<file path="src/rtl/aes_inv_round_ctrl.sv">
// Round sequencer for an iterative AES inverse cipher.
// Sequences the initial AddRoundKey, then NR issues to an external
// inverse-round datapath of fixed latency DP_LAT, and returns the plaintext.
// Optional abort input is present when AES_INV_ROUND_CTRL_ABORT_EN is defined.
module aes_inv_round_ctrl #(
  parameter int unsigned NR     = 10,
  parameter int unsigned DP_LAT = 1
) (
  input  logic         clk,
  input  logic         rst,
  input  logic         start,
  input  logic [127:0] ct_in,
  output logic [3:0]   rk_idx,
  input  logic [127:0] rk_data,
  output logic [127:0] dp_in,
  output logic         dp_valid,
  output logic         dp_last,
  input  logic [127:0] dp_out,
  output logic         busy,
  output logic         done,
`ifdef AES_INV_ROUND_CTRL_ABORT_EN
  input  logic         abort,
`endif
  output logic [127:0] pt_out
);

  localparam logic [3:0] NR_IDX   = 4'(NR);
  localparam logic [3:0] R_FIRST  = 4'(NR - 1);
  localparam logic [2:0] LAT_LAST = 3'(DP_LAT - 1);

  typedef enum logic [2:0] {
    IDLE,
    INIT,
    ISSUE,
    WAIT,
    DONE
  } state_t;

  state_t       fsm_q, fsm_d;
  logic [127:0] blk_q, blk_d;
  logic [127:0] pt_q,  pt_d;
  logic [3:0]   r_q,   r_d;
  logic [2:0]   lat_q, lat_d;
  logic         abort_req;

`ifdef AES_INV_ROUND_CTRL_ABORT_EN
  assign abort_req = abort;
`else
  assign abort_req = 1'b0;
`endif

  assign pt_out = pt_q;

  // State register, working block, round and latency counters, result.
  always_ff @(posedge clk) begin
    if (rst) begin
      fsm_q <= IDLE;
      blk_q <= '0;
      pt_q  <= '0;
      r_q   <= '0;
      lat_q <= '0;
    end else begin
      fsm_q <= fsm_d;
      blk_q <= blk_d;
      pt_q  <= pt_d;
      r_q   <= r_d;
      lat_q <= lat_d;
    end
  end

  // Next-state and output decode; datapath-facing outputs are held
  // from ISSUE through the end of WAIT since r and blk do not move there.
  always_comb begin
    fsm_d    = fsm_q;
    blk_d    = blk_q;
    pt_d     = pt_q;
    r_d      = r_q;
    lat_d    = lat_q;
    rk_idx   = '0;
    dp_in    = '0;
    dp_valid = 1'b0;
    dp_last  = 1'b0;
    busy     = 1'b0;
    done     = 1'b0;

    case (fsm_q)
      IDLE: begin
        if (start) begin
          fsm_d = INIT;
          blk_d = ct_in;
        end
      end
      INIT: begin
        busy   = 1'b1;
        rk_idx = NR_IDX;
        blk_d  = blk_q ^ rk_data;
        r_d    = R_FIRST;
        fsm_d  = ISSUE;
      end
      ISSUE: begin
        busy     = 1'b1;
        rk_idx   = r_q;
        dp_in    = blk_q;
        dp_valid = 1'b1;
        dp_last  = (r_q == '0);
        lat_d    = '0;
        fsm_d    = WAIT;
      end
      WAIT: begin
        busy    = 1'b1;
        rk_idx  = r_q;
        dp_in   = blk_q;
        dp_last = (r_q == '0);
        if (lat_q == LAT_LAST) begin
          blk_d = dp_out;
          if (r_q == '0) begin
            // Result is registered on entry to DONE so pt_out is valid with done.
            pt_d  = dp_out;
            fsm_d = DONE;
          end else begin
            r_d   = r_q - 4'd1;
            fsm_d = ISSUE;
          end
        end else begin
          lat_d = lat_q + 3'd1;
        end
      end
      DONE: begin
        done  = 1'b1;
        fsm_d = IDLE;
      end
      default: fsm_d = IDLE;
    endcase

    if (abort_req && (fsm_q == INIT || fsm_q == ISSUE || fsm_q == WAIT)) begin
      fsm_d = IDLE;
      pt_d  = pt_q;
    end
  end

endmodule

</file>
<file path="config.mk">
export PLATFORM = sky130hd
export DESIGN_NAME = aes_inv_round_ctrl
export DESIGN_NICKNAME = d
export VERILOG_FILES = /design/src/rtl/aes_inv_round_ctrl.sv
export SDC_FILE = /design/constraint.sdc
export NUM_CORES = 1
export LEC_CHECK = 0
export ABC_CLOCK_PERIOD_IN_PS = 3900
export BUFFER_PORTS_ARGS = -buffer_cell sky130_fd_sc_hd__buf_2
export CORE_AREA = 5 5 250 252
export CTS_BUF_LIST = sky130_fd_sc_hd__clkbuf_8
export DETAILED_ROUTE_END_ITERATION = 12
export DIE_AREA = 0 0 255 257
export PLACE_DENSITY = 0.45
export SYNTH_ARGS = -nofsm -noshare
export SYNTH_HDL_FRONTEND = slang
export SYNTH_SLANG_ARGS = --single-unit
</file>
<file path="constraint.sdc">
create_clock -name clk -period 3.9 [get_ports clk]
set_input_delay 1.17 -clock clk [delete_from_list [all_inputs] [get_ports clk]]
set_output_delay 1.17 -clock clk [all_outputs]
set_load 0.1 [all_outputs]
</file>
==> summary.md <==
| Metric | Value |
|---|---|
| Status | complete, no violations |
| # setup viols final | 0 |
| EDFF count, synth | 0 |
| Crit-path max FO | 59 |
| Main synth FF type | dfxtp_1 |
| Final worst-path cycle share | 0.937 |
| Placed wire-length estimate | 47600 µm |
| Place WS | 911 ps |
| Clock H-tree levels | 2 |
| Max Cap Violations | 0 |
| RSZ-0062 raised after global routing | no |
| R2R depth | 6 |
| CP required | 2730 ps |
| # hold bufs at CTS | 0 |
| Avg WL per Cell | 21.7 µm |
| Synthesized area | 14100 µm² |
| Post-CTS resize count | 0 |
| Post-synthesis register bit count | 266 |
| Synth async-reset ratio | 0 |
| Period minus WS final | 3650 ps |
| Drt pass-1 iters | 5 |
| Via count | 16100 |
| Commonest cells after routing, fill and taps aside | buf_2 (649), nor2_1 (396), dfxtp_1 (265) |
| Die H | 257 µm |
| Largest net degree at the start of global routing | 129 |
| Least-Margin Pin Slew | 1110 ps |
| CTS clk-pin slew, worst paths | 60 ps |
| Antenna violations before repair | 28 |
| Path category of the worst min-delay check | register to register |
| Setup Fix Bufs, Post-CTS | 0 |
| Standard-cell rows | 90 |
| Routed Antenna Nets | 0 |
| Crit end category | primary output |
| DP Area | 17700 µm² |
| Final hold vios | 0 |
| Worst Setup SP | fsm_q[2] |
| Fmax | 274 MHz |
| GP Congestion | 0.858 |
| Total number of yosys warnings | 0 |
| Cts bufs inserted | 52 |
| CTS tree | yes |
| Clock skew | 29.4 ps |
| Layout cell share with drive strength beyond 1 | 0.360 |
| Commonest non-fill, non-tap cell in the layout | buf_2 |
| Worst R2R Setup Slack | 1110 ps |
| Sequential area share after synthesis | 0.378 |
| Violation count after the first detailed-route iteration | 986 |
| Longest Clk Path Bufs | 3 |
| Residual DRC count | 0 |
| Syn_nets | 2182 |
| CP endpoint | dp_in[123] |
| Vias per inst | 5.05 |
| Critical path class | register to primary output |
| Total Routing Usage GR | 0.196 |
| RR Startpoint | fsm_q[1] |
| Fin Setup TNS | 0 ps |
| DRT Wirelength | 69100 µm |
| IO Port Bufs | 650 |
| Core footprint | 59900 µm² |
| Global-route wire length before repair | 101000 µm |
| CTS Sinks | 266 |
| Power share of the combinational group | 0.281 |
| Final Max Tran Viols | 0 |
| Max_slew headroom | 0.262 |
| Later-pin clock latency in the skew report | 620 ps |
| Vias in the first global route | 16000 |
| Final core utilization | 0.314 |
| Root Buffer | clkbuf_8 |
| Setup ws final | 246 ps |
| Placed Cells | 3073 |
| Final Non-Filler Cells | 3189 |
| CP Launch Type | register |
| Arrival time worst endpoint | 2480 ps |
| Final net count | 2735 |
| Pint | 0.00530 W |
| Final instance area | 18800 µm² |
| I/O pins | 651 |
| Worst vdd ir | 0.245 mV |
| FF-to-FF End | blk_q[17] |
| Starting density of the core | 0.235 |
| Synth-to-Final Area Change | 33.8% |
| Die width | 255 µm |
| Switching share of power | 0.377 |
| Synth unique cells | 39 |
| Die Area | 65500 µm² |
| Switching Power | 0.00320 W |
| Clock Power Share | 0.355 |
| Lkg Pwr | 8.08 nW |
| GRT Residual Overflow | 0 |
| Flop pwr share | 0.365 |
| P per Cell Area | 452 nW/µm² |
| Mean Syn Cell Area | 7.85 µm² |
| Mapped Cells | 1792 |
cell usage after synthesis, types with 4 or more instances:
| cell | instances | area (µm²) |
|---|---|---|
| buf_1 | 5 | 18.8 |
| nor2_1 | 396 | 1490 |
| nand2b_1 | 5 | 31.3 |
| nor3_1 | 4 | 20.0 |
| a32o_1 | 128 | 1280 |
| nand2_1 | 261 | 980 |
| inv_1 | 6 | 22.5 |
| buf_2 | 42 | 210 |
| a21oi_2 | 100 | 876 |
| nor2b_1 | 4 | 25.0 |
| clkbuf_1 | 92 | 345 |
| buf_12 | 11 | 220 |
| dfxtp_1 | 266 | 5330 |
| a21oi_1 | 33 | 165 |
| o21ai_1 | 128 | 641 |
| buf_6 | 14 | 158 |
| dlygate4sd1_1 | 9 | 78.8 |
| a221oi_1 | 130 | 1140 |
| and2_1 | 129 | 807 |
final cells by class:
class | count | area, µm²
multi-input combinational | 1343 | 7740
fill | 6591 | 41100
antenna | 21 | 52.6
timing repair buffer | 675 | 3600
clock inverter | 30 | 200
inverter | 7 | 31.3
sequential | 266 | 5330
tap | 782 | 978
clock buffer | 65 | 895
flip-flops by register name (all words and copies together), names as in the netlist:
register / cells
r_q: 4
fsm_q: 3
pt_out: 128
lat_q: 3
blk_q: 128
worst max-delay path, cell delays in order (launching register included):
cell and delay [ps]:
dfxtp_1 480, nor2b_4 220, buf_4 450, and2_1 210, buf_2 420
routing by layer:
metal  wire length (µm)  global-route usage  up-vias
li1                   -                   -     7483
met1              27800               0.243     7732
met2              32500               0.316      719
met3               6140              0.0563      160
met4               2680              0.0862       12
met5                 57                   0        -
how the worst min path moves through the flow:
stage,from,to,cells past startpoint
5_1_grt,pt_out[117],pt_out[117],2
3_5_place_dp,pt_out[3],pt_out[3],2
4_1_cts,pt_out[3],pt_out[3],2
2_1_floorplan,r_q[1],r_q[1],2
3_3_place_gp,pt_out[109],pt_out[109],2
6_report,pt_out[3],pt_out[3],2
through the flow:
stage                     hold WS [ps]  total power (W)
after floorplan                    457          0.00481
after global placement             440          0.00550
after detailed placement           444          0.00554
after CTS                          452          0.00863
after global routing               463          0.00895
final                              450          0.00850
power groups by stage:
stage                     clock network (W)  logic [W]  registers, W
after floorplan                           0    0.00151       0.00330
after global placement                    0    0.00235       0.00316
after detailed placement                  0    0.00238       0.00316
after CTS                           0.00314    0.00239       0.00310
after global routing                0.00326    0.00256       0.00313
final                               0.00301    0.00239       0.00310
cell families (layout without fill, tap and decap cells):
group           after synthesis  after routing  share of synthesized area
flops                       266            266                      0.378
fa+ha+maj                     3              3                    0.00267
compound gates              527            527                      0.296
other cells                   0             21                          0
mux                           2              2                    0.00142
xor+xnor                      1              1                   0.000622
buf+inv                     183            777                     0.0769
simple gates                810            810                      0.244
No activity file was read; power rests on OpenSTA's default activity.
